===== config.mk =====
export PLATFORM = sky130hd
export DESIGN_NAME = fetch_unit_flat
export DESIGN_NICKNAME = d
export VERILOG_FILES = /design/src/rtl/fetch_unit_if.sv /design/src/rtl/fetch_unit.sv /design/src/flat_wrapper.sv
export SDC_FILE = /design/constraint.sdc
export NUM_CORES = 1
export LEC_CHECK = 0
export CAP_MARGIN = 20
export CORE_UTILIZATION = 23
export CTS_BUF_LIST = sky130_fd_sc_hd__clkbuf_8
export DETAILED_ROUTE_END_ITERATION = 10
export SYNTH_ARGS = -nofsm -noshare
export SYNTH_HDL_FRONTEND = slang
export SYNTH_SLANG_ARGS = --single-unit

===== constraint.sdc =====
create_clock -name clk -period 3.55 [get_ports clk]
set_input_delay 0.355 -clock clk [delete_from_list [all_inputs] [get_ports clk]]
set_output_delay 0.355 -clock clk [all_outputs]
set_load 0.02 [all_outputs]

===== src/rtl/fetch_unit_if.sv =====
// Fetch unit bus bundle: instruction memory request/response, redirect input and
// the decode-side instruction stream.
interface fetch_unit_if;
    logic        mem_req_valid;
    logic        mem_req_ready;
    logic [63:0] mem_req_addr;
    logic        mem_resp_valid;
    logic [31:0] mem_resp_data;
    logic        mem_resp_err;
    logic        redirect_valid;
    logic [63:0] redirect_pc;
    logic        out_valid;
    logic        out_ready;
    logic [31:0] out_inst;
    logic [63:0] out_pc;
    logic        out_fault;

    // Fetch unit side.
    modport master (
        output mem_req_valid, mem_req_addr, out_valid, out_inst, out_pc, out_fault,
        input  mem_req_ready, mem_resp_valid, mem_resp_data, mem_resp_err,
        input  redirect_valid, redirect_pc, out_ready
    );

    // Memory / pipeline side.
    modport slave (
        input  mem_req_valid, mem_req_addr, out_valid, out_inst, out_pc, out_fault,
        output mem_req_ready, mem_resp_valid, mem_resp_data, mem_resp_err,
        output redirect_valid, redirect_pc, out_ready
    );
endinterface


===== src/rtl/fetch_unit.sv =====
// Instruction fetch unit: one outstanding memory request at a time, a circular
// instruction buffer towards decode, and redirect handling that drains a request
// already accepted by memory before fetching from the new address.
module fetch_unit #(
    parameter logic [63:0] RESET_PC = 64'h8000_0000,
    parameter int unsigned DEPTH    = 2
) (
    input  logic          clk,
    input  logic          rst,
    fetch_unit_if.master  bus
);
    localparam int unsigned AW = (DEPTH > 1) ? $clog2(DEPTH) : 1;
    localparam logic [AW:0] DepthCnt = (AW + 1)'(DEPTH);

    typedef enum logic [2:0] {StIdle, StReq, StWait, StDrain, StFault} state_e;

    state_e        state_q, state_d;
    logic [63:0]   fetch_pc_q, fetch_pc_d;
    logic [63:0]   inflight_pc_q, inflight_pc_d;
    logic [AW-1:0] wptr_q, wptr_d, rptr_q, rptr_d;
    logic [AW:0]   count_q, count_d;
    logic [31:0]   data_q [DEPTH];
    logic [31:0]   data_d [DEPTH];
    logic [63:0]   pc_q [DEPTH];
    logic [63:0]   pc_d [DEPTH];
    logic          err_q [DEPTH];
    logic          err_d [DEPTH];
    logic          push, pop;

    // Next-state: FSM, fetch PC, buffer push/pop; redirect overrides everything.
    always_comb begin
        state_d       = state_q;
        fetch_pc_d    = fetch_pc_q;
        inflight_pc_d = inflight_pc_q;
        wptr_d        = wptr_q;
        rptr_d        = rptr_q;
        count_d       = count_q;
        data_d        = data_q;
        pc_d          = pc_q;
        err_d         = err_q;
        push          = 1'b0;
        pop           = (count_q != '0) && bus.out_ready;

        case (state_q)
            // Nothing is outstanding here, so occupancy is just the buffer count.
            StIdle: if (count_q < DepthCnt) state_d = StReq;
            StReq: begin
                if (bus.mem_req_ready) begin
                    state_d       = StWait;
                    inflight_pc_d = fetch_pc_q;
                    fetch_pc_d    = fetch_pc_q + 64'd4;
                end
            end
            StWait: begin
                if (bus.mem_resp_valid) begin
                    push    = 1'b1;
                    state_d = bus.mem_resp_err ? StFault : StIdle;
                end
            end
            StDrain: if (bus.mem_resp_valid) state_d = StIdle;
            StFault: state_d = StFault;
            default: state_d = StIdle;
        endcase

        if (push) begin
            data_d[wptr_q] = bus.mem_resp_data;
            pc_d[wptr_q]   = inflight_pc_q;
            err_d[wptr_q]  = bus.mem_resp_err;
            wptr_d         = wptr_q + AW'(1);
        end
        if (pop) rptr_d = rptr_q + AW'(1);
        if (push && !pop) count_d = count_q + (AW + 1)'(1);
        else if (!push && pop) count_d = count_q - (AW + 1)'(1);

        if (bus.redirect_valid) begin
            fetch_pc_d = {bus.redirect_pc[63:2], 2'b00};
            wptr_d     = '0;
            rptr_d     = '0;
            count_d    = '0;
            // A request memory has accepted still owes a response; swallow it in drain.
            if ((state_q == StWait && !bus.mem_resp_valid) ||
                (state_q == StReq && bus.mem_req_ready) ||
                (state_q == StDrain && !bus.mem_resp_valid)) begin
                state_d = StDrain;
            end else begin
                state_d = StIdle;
            end
        end
    end

    // State registers with asynchronous active-low reset.
    always_ff @(posedge clk or negedge rst) begin
        if (!rst) begin
            state_q       <= StIdle;
            fetch_pc_q    <= RESET_PC;
            inflight_pc_q <= '0;
            wptr_q        <= '0;
            rptr_q        <= '0;
            count_q       <= '0;
            for (int i = 0; i < DEPTH; i++) begin
                data_q[i] <= '0;
                pc_q[i]   <= '0;
                err_q[i]  <= 1'b0;
            end
        end else begin
            state_q       <= state_d;
            fetch_pc_q    <= fetch_pc_d;
            inflight_pc_q <= inflight_pc_d;
            wptr_q        <= wptr_d;
            rptr_q        <= rptr_d;
            count_q       <= count_d;
            data_q        <= data_d;
            pc_q          <= pc_d;
            err_q         <= err_d;
        end
    end

    // Outputs decode registered state only; no path from mem_resp_* to out_*.
    assign bus.mem_req_valid = (state_q == StReq);
    assign bus.mem_req_addr  = (state_q == StReq) ? fetch_pc_q : '0;
    assign bus.out_valid     = (count_q != '0);
    assign bus.out_inst      = bus.out_valid ? data_q[rptr_q] : '0;
    assign bus.out_pc        = bus.out_valid ? pc_q[rptr_q] : '0;
    assign bus.out_fault     = bus.out_valid ? err_q[rptr_q] : 1'b0;
endmodule


===== src/flat_wrapper.sv =====
// flat-port wrapper written by rule: the top's interface ports become plain ports
module fetch_unit_flat 
#(
    parameter logic [63:0] RESET_PC = 64'h8000_0000,
    parameter int unsigned DEPTH    = 2
)
  (clk, rst, bus_mem_req_valid, bus_mem_req_addr, bus_out_valid, bus_out_inst, bus_out_pc, bus_out_fault, bus_mem_req_ready, bus_mem_resp_valid, bus_mem_resp_data, bus_mem_resp_err, bus_redirect_valid, bus_redirect_pc, bus_out_ready);
  fetch_unit_if bus_i ();
  input  logic clk;
  input  logic rst;
  output wire logic [$bits(bus_i.mem_req_valid)-1:0] bus_mem_req_valid;
  output wire logic [$bits(bus_i.mem_req_addr)-1:0] bus_mem_req_addr;
  output wire logic [$bits(bus_i.out_valid)-1:0] bus_out_valid;
  output wire logic [$bits(bus_i.out_inst)-1:0] bus_out_inst;
  output wire logic [$bits(bus_i.out_pc)-1:0] bus_out_pc;
  output wire logic [$bits(bus_i.out_fault)-1:0] bus_out_fault;
  input wire logic [$bits(bus_i.mem_req_ready)-1:0] bus_mem_req_ready;
  input wire logic [$bits(bus_i.mem_resp_valid)-1:0] bus_mem_resp_valid;
  input wire logic [$bits(bus_i.mem_resp_data)-1:0] bus_mem_resp_data;
  input wire logic [$bits(bus_i.mem_resp_err)-1:0] bus_mem_resp_err;
  input wire logic [$bits(bus_i.redirect_valid)-1:0] bus_redirect_valid;
  input wire logic [$bits(bus_i.redirect_pc)-1:0] bus_redirect_pc;
  input wire logic [$bits(bus_i.out_ready)-1:0] bus_out_ready;
  assign bus_mem_req_valid = bus_i.mem_req_valid;
  assign bus_mem_req_addr = bus_i.mem_req_addr;
  assign bus_out_valid = bus_i.out_valid;
  assign bus_out_inst = bus_i.out_inst;
  assign bus_out_pc = bus_i.out_pc;
  assign bus_out_fault = bus_i.out_fault;
  assign bus_i.mem_req_ready = bus_mem_req_ready;
  assign bus_i.mem_resp_valid = bus_mem_resp_valid;
  assign bus_i.mem_resp_data = bus_mem_resp_data;
  assign bus_i.mem_resp_err = bus_mem_resp_err;
  assign bus_i.redirect_valid = bus_redirect_valid;
  assign bus_i.redirect_pc = bus_redirect_pc;
  assign bus_i.out_ready = bus_out_ready;
  fetch_unit #(.RESET_PC(RESET_PC), .DEPTH(DEPTH)) u_core (.clk(clk), .rst(rst), .bus(bus_i));
endmodule

==> metrics, run 1 <==
routability cong.=0.752; CP arrival=2970 ps; io pins=266; Root Driver=clkbuf_8; Post-Place Worst Slack=497 ps; worst path required time=3190 ps; Num CTS Buffers=59; ANT nets after route=0; Critical Path Source Type=flip-flop; TritonCTS clock tree=yes; Fmax=0.300 GHz; Peak VDD IR=0.000301 V; sequential area share after synthesis=52.3%; max layer used=met5; initial antenna violation count=3; post-synthesis cell area=15400 sq um; cell-internal power=9.26 mW; Pleak=8.21 nW; Max stage delay on crit path=600 ps; Pins Over Slew Limit=0; Sw Pwr=4.42 mW; die area=67800 sq um; library cells used by synthesis=46; synthesized netlist cell count=1336; die width=260 microns; layout cells sized above 1=23.8%; final hold violation count=0; Worst Max-Slew Pin Slew=1100 ps; Port Buf Inserts=259; Reg power frac=41.2%; run status=finished, final reports clean; Register-to-Register Path Depth=6; sw frac=32.3%; # placed instances=2394; Slew headroom=26.7%; CP bufs+invs=4; post-CTS setup buffer count=0; CP cell instances=or3b_4, buf_4, inv_6, buf_4, and2_1, clkdlybuf4s50_1; Detail Placement HPWL=32000 microns; area delta synth->final=32.1%; crit-path max FO=22; H-tree Lvls=2; worst hold path class=input pin to asynchronous set/reset pin; DIE HEIGHT=260 microns; Critical Path Stages=6; largest net degree at the start of global routing=126; synthesized area per cell=11.5 sq um; DRC=0; metal3 WL=2840 microns; Yosys reg bits=321; clock network power share=27.6%; Fillers=6670; total power=13.7 mW; clock insertion delay at the later pin of the skew report=650 ps; Reg2Reg Setup Slack=600 ps; WL met2=22200 microns; Vias/cell=4.49; worst setup margin=222 ps; Final #Nets=1696; core area=65900 sq um; global-route wire length before repair=71900 microns; per-cell routed wire length=19.0 microns; GRT Resource Usage Total=13.9%; PwrDens=674 nW/um^2; DRT iter0 DRCs=528; Setup TNS=0 ps; vias in the first global route=11900; Clock Pin Slew Worst Setup and Hold Paths=60 ps; Synth Warn #=0; Via Count=11200; most used cell, CP=buf_4; grt ovf=0; RSZ-0062 raised after global routing=no; Initial Utilization=23.3%; Final Setup Violations=0; CTS max path bufs=3; Crit. End Element=primary output; family with the most delay on the worst path=buffers and inverters; min Tclk post-route=3330 ps; Comb pwr share=31.1%; Crit Path Category=flip-flop to primary output; M1 WL=21600 microns; first drt pass iteration count=4; clk_skew=18.7 ps; Detailed Route WL=47500 microns; # rows=94; post-route insts no fill=2504; crit share post-route=93.8%; Max Cap Viol=0; TritonCTS sink count=321; Slowest-stage cell, CP=clkdlybuf4s50_1
## cell families after synthesis
family                   after synthesis  share of synthesized area, %
flip-flops                           321                          52.3
XOR/XNOR                              44                          2.51
AND/OR/NAND/NOR                      432                          14.3
other                                  1                        0.0244
multiplexers                         352                          25.0
buffers and inverters                105                          2.78
adder cells (fa/ha/maj)                1                        0.0814
AO/OA/AOI/OAI                         80                          3.01
## repair_timing
action	4_1_cts	5_1_grt
resized for setup	2	1
hold buffers	1	0
endpoints found under the hold margin	68	0
endpoints found under the setup margin	44	5
## worst register-to-register path: cells and delay by family, from the launching register on
kind	cells	cell delay (ps)
flops	1	500
simple gates	3	1760
xor+xnor	1	110
buf+inv	1	190
mux	1	280
## power by group through the flow
stage | Sequential, mW | Combinational, mW | Clock (mW)
3_5_place_dp | 5.71 | 4.30 | 0
2_1_floorplan | 5.41 | 2.84 | 0
5_1_grt | 5.82 | 4.63 | 4.09
3_3_place_gp | 5.60 | 4.18 | 0
4_1_cts | 5.65 | 4.33 | 3.95
6_report | 5.64 | 4.26 | 3.78
## per-layer routing
layer / vias up / global-route usage [%]
met5: - / 0
met4: 2 / 3.93
met3: 60 / 3.47
met2: 280 / 22.7
met1: 5702 / 18.2
li1: 5193 / -
## path summary, 6_finish.rpt
| kind | endpoint | from |
|---|---|---|
| max in group asynchronous | u_core.rptr_q$_DFFE_PN0P_ | rst |
| worst min-delay path | u_core.data_q[61]$_DFFE_PN0P_ | rst |
| worst max-delay path | bus_mem_req_addr[28] | u_core.state_q[0]$_DFFE_PN0P_ |
| min in group clk | u_core.fetch_pc_q[15]$_DFFE_PN0P_ | bus_redirect_pc[15] |
| worst max register to register | u_core.fetch_pc_q[36]$_DFFE_PN0P_ | u_core.state_q[0]$_DFFE_PN0P_ |
| worst min register to register | u_core.inflight_pc_q[56]$_DFFE_PN0P_ | u_core.inflight_pc_q[56]$_DFFE_PN0P_ |
## sequential cells by signal (all words and copies together) (netlist names)
register	count
u_core.data_q	64
u_core.wptr_q	1
u_core.fetch_pc_q	62
u_core.pc_q	124
u_core.count_q	2
u_core.inflight_pc_q	62
u_core.rptr_q	1
u_core.state_q	3
u_core.err_q	2
## cells in the mapped netlist, drive strengths merged
cell	n	share of area, %
o21a	1	0.049
or2b	1	0.049
a21oi	3	0.098
xor2	8	0.46
xnor2	36	2.1
a211oi	1	0.049
buf	21	0.72
o21ai	53	1.7
nor2	129	3.2
nor3b	1	0.049
conb	1	0.024
dfstp	1	0.17
a31oi	8	0.33
or3b	1	0.057
a22oi	9	0.44
clkbuf	76	1.9
nand3	34	1.1
and3	10	0.41
or3	6	0.24
nand4	21	0.86
a41o	1	0.065
or4b	1	0.065
nor2b	12	0.49
nand4bb	3	0.22
nor4	20	0.81
ha	1	0.081
and4bb	1	0.081
nand4b	4	0.23
a221o	3	0.20
or4	15	0.78
mux2i	102	6.6
a221oi	1	0.057
nor3	13	0.42
inv	8	0.20
nand2	87	2.1
nor4b	1	0.057
dfrtp	320	52
and2	61	2.5
mux2	250	18
and4	11	0.63
## final cells by class
type | instances | area (sq um) | share of cell area [%]
antenna | 2 | 5.00 | 0.0247
clock buffer | 75 | 1030 | 5.09
clock inverter | 32 | 239 | 1.18
inverter | 8 | 35.0 | 0.173
multi-input combinational | 913 | 6950 | 34.3
sequential | 321 | 8040 | 39.6
tap | 864 | 1080 | 5.33
timing repair buffer | 289 | 2910 | 14.3
## through the flow
| step | utilization, % | area, sq um | hold WS, ps |
|---|---|---|---|
| final | 30.8 | 20300 | 241 |
| after global routing | 30.8 | 20300 | 224 |
| after CTS | 30.8 | 20300 | 206 |
| after detailed placement | 28.8 | 19000 | 355 |
| after global placement | 28.8 | 19000 | 343 |
| after floorplan | - | 15400 | 59.4 |
## placed cells by master, fill, tap and decap left out, drive strengths merged, types with 5 or more instances in the layout
| master | synthesis | layout |
|---|---|---|
| clkdlybuf4s50 | 0 | 257 |
| a31oi | 8 | 8 |
| nor3 | 13 | 13 |
| and4 | 11 | 11 |
| mux2i | 102 | 102 |
| o21ai | 53 | 53 |
| dfrtp | 320 | 320 |
| mux2 | 250 | 250 |
| nor2 | 129 | 129 |
| a22oi | 9 | 9 |
| buf | 21 | 31 |
| and3 | 10 | 10 |
| xnor2 | 36 | 36 |
| nand2 | 87 | 87 |
| nand3 | 34 | 34 |
| clkbuf | 76 | 75 |
| nor2b | 12 | 12 |
| nand4 | 21 | 21 |
| clkinv | 0 | 13 |
| or4 | 15 | 15 |
| nor4 | 20 | 20 |
| xor2 | 8 | 8 |
| or3 | 6 | 6 |
| and2 | 61 | 61 |
| clkinvlp | 0 | 5 |
| inv | 8 | 19 |
No activity file was read; power rests on OpenSTA's default activity.
==> run 2, diff against run 1 <==
--- a/config.mk
+++ b/config.mk
@@ -6,9 +6,10 @@
 export NUM_CORES = 1
 export LEC_CHECK = 0
 export CAP_MARGIN = 20
-export CORE_UTILIZATION = 23
+export CORE_UTILIZATION = 29
 export CTS_BUF_LIST = sky130_fd_sc_hd__clkbuf_8
 export DETAILED_ROUTE_END_ITERATION = 10
+export PLACE_DENSITY = 0.52
 export SYNTH_ARGS = -nofsm -noshare
 export SYNTH_HDL_FRONTEND = slang
 export SYNTH_SLANG_ARGS = --single-unit
==> metrics, run 2 (synthesis gave the netlist of run 1 again) <==
run status=finished, final reports clean; per-cell routed wire length=19.6 microns (+3.1%); CTS max path bufs=3 (unchanged); Via Count=11200 (-0.67%); DIE HEIGHT=232 microns (-11%); ANT nets after route=0 (unchanged); Reg power frac=42.5% (+1.3 points); PwrDens=663 nW/um^2 (-1.7%); clock insertion delay at the later pin of the skew report=640 ps (about the same); family with the most delay on the worst path=buffers and inverters; Fillers=5102 (-24%); total power=13.2 mW (-3.2%); grt ovf=0 (unchanged); area of placed instances=18800 sq um (-0.91%); Detailed Route WL=45200 microns (-4.8%); crit-path max FO=50 (+130%); most frequent cells in the layout=319 x dfrtp_1, 257 x clkdlybuf4s50_1, 250 x mux2_2, 127 x nor2_1, 102 x mux2i_1; layout cells sized above 1=22.7% (-1.1 points); CP startpoint=u_core.state_q[0]$_DFFE_PN0P_; clock network power share=25.5% (-2.1 points); Setup TNS=0 ps (unchanged); routability cong.=0.739 (-1.8%); CP bufs+invs=3 (-1); DRT iter0 DRCs=482 (-8.7%); global-route wire length before repair=69600 microns (-3.2%); initial antenna violation count=4 (+1); crit share post-route=92.1% (-1.7 points); Worst Max-Slew Pin Slew=800 ps (-299 ps); Pleak=8.21 nW (about the same); die width=232 microns (-11%); Fmax=0.306 GHz (+1.8%); M1 WL=21100 microns (-2.0%); max layer used=met5; Sw Pwr=4.23 mW (-4.2%); vias in the first global route=11600 (-2.5%); Max Cap Viol=0 (unchanged); DRC=0 (unchanged); Detail Placement HPWL=30300 microns (-5.3%); sw frac=32.0% (-0.34 points); metal3 WL=2370 microns (-17%); post-route design area=20000 sq um (-1.5%); TritonCTS sink count=321 (unchanged); Comb pwr share=32.0% (+0.9 points); Final #Nets=1696 (unchanged); Reg area=8040 sq um (unchanged); Multi-input gate area=6950 sq um (unchanged); worst hold path class=input pin to flip-flop; Initial Utilization=29.6% (+6.3 points); # rows=83 (-12%); hold slack=251 ps (+10.0 ps); io pins=266 (unchanged); worst path required time=3190 ps (about the same); Max stage delay on crit path=660 ps (+60 ps); Clock Pin Slew Worst Setup and Hold Paths=60 ps (about the same); core area=51800 sq um (-21%); Critical Path Source Type=flip-flop; cell-internal power=9.01 mW (-2.7%); Final Core Density=38.6% (+7.8 points); Slowest-stage cell, CP=clkdlybuf4s50_1; Final Setup Violations=0 (unchanged); CP arrival=2910 ps (-60 ps); min Tclk post-route=3270 ps (-60.3 ps); WL met2=20600 microns (-7.6%); max reg flops=124 (unchanged); TritonCTS clock tree=yes; Peak VDD IR=0.000308 V (+2.3%); Pins Over Slew Limit=0 (unchanged); Num CTS Buffers=57 (-3.4%); Root Driver=clkbuf_8; H-tree Lvls=2 (unchanged); final hold violation count=0 (unchanged); Vias/cell=4.83 (+7.5%); die area=53900 sq um (-21%); biggest regs=u_core.pc_q (124), u_core.data_q (64); Port Buf Inserts=259 (unchanged); Crit Path Category=flip-flop to primary output; Crit. End Element=primary output; reg-to-reg startpoint=u_core.state_q[0]$_DFFE_PN0P_; Top reg by flops=u_core.pc_q; Slew headroom=46.6% (+20 points); area delta synth->final=30.1%; first drt pass iteration count=4 (unchanged); clk_skew=22.7 ps (+3.93 ps); HP Start=bus_redirect_valid; CP cell instances=or3b_4, inv_2, buf_12, and2_1, clkdlybuf4s50_1; largest net degree at the start of global routing=95 (-25%); commonest non-fill, non-tap cell in the layout=dfrtp_1; RSZ-0062 raised after global routing=no; GRT Resource Usage Total=16.9% (+2.9 points)
-- run 2: cell count changes in the layout (fill, tap and decap cells not counted), sizes merged --
| cell | previous run | this run |
|---|---|---|
| inv | 19 | 30 |
| clkinv | 13 | 3 |
| clkbuf | 75 | 71 |
| clkinvlp | 5 | 1 |
| buf | 31 | 33 |
| bufinv | 3 | 1 |
-- run 2: routing by layer --
layer / vias to the layer above / global-route usage, %
li1: 5193 / -
met1: 5585 / 22.8
met2: 293 / 26.5
met3: 87 / 3.47
met4: 4 / 6.13
met5: - / 0
-- run 2: worst register-to-register path: cells and delay by family (launching register included) --
kind,cells,cell delay [ps]
AND/OR/NAND/NOR,5,2320
flip-flops,1,490
-- run 2: timing repair --
item,4_1_cts,5_1_grt
endpoints found under the hold margin,86,0
endpoints found under the setup margin,0,5
resized for setup,0,1
buffers inserted,0,0
hold buffers,1,0
-- run 2: final cells by class --
class / instances / share of cell area, %
antenna: 2 / 0.0250
clock buffer: 71 / 4.89
clock inverter: 27 / 0.676
inverter: 8 / 0.150
multi-input combinational: 913 / 34.8
sequential: 321 / 40.2
tap: 680 / 4.26
timing repair buffer: 291 / 15.0
-- run 2: per-stage QoR --
step / setup slack, ps / cells
final: 282 / 2313
after global routing: 114 / 2313
after CTS: 65.5 / 2310
after floorplan: 840 / 1339
after detailed placement: 455 / 2211
after global placement: 500 / 2211
-- run 2: final timing paths --
kind	end	slack, ps	depth (start not counted)
hold / removal	u_core.fetch_pc_q[37]$_DFFE_PN0P_	250	3
max in group asynchronous	u_core.fetch_pc_q[31]$_DFFE_PN1P_	2170	3
min in group asynchronous	u_core.pc_q[10]$_DFFE_PN0P_	360	2
setup reg to reg	u_core.fetch_pc_q[54]$_DFFE_PN0P_	680	5
setup / recovery	bus_mem_req_addr[62]	280	5
hold reg to reg	u_core.inflight_pc_q[8]$_DFFE_PN0P_	500	2
-- run 2: power groups by stage --
| stage | registers [mW] | clock network, mW | logic, mW |
|---|---|---|---|
| global placement | 5.63 | 0 | 4.22 |
| floorplan | 5.41 | 0 | 2.84 |
| finish | 5.63 | 3.38 | 4.23 |
| CTS | 5.63 | 3.51 | 4.30 |
| detailed placement | 5.70 | 0 | 4.28 |
| global route | 5.81 | 3.66 | 4.59 |
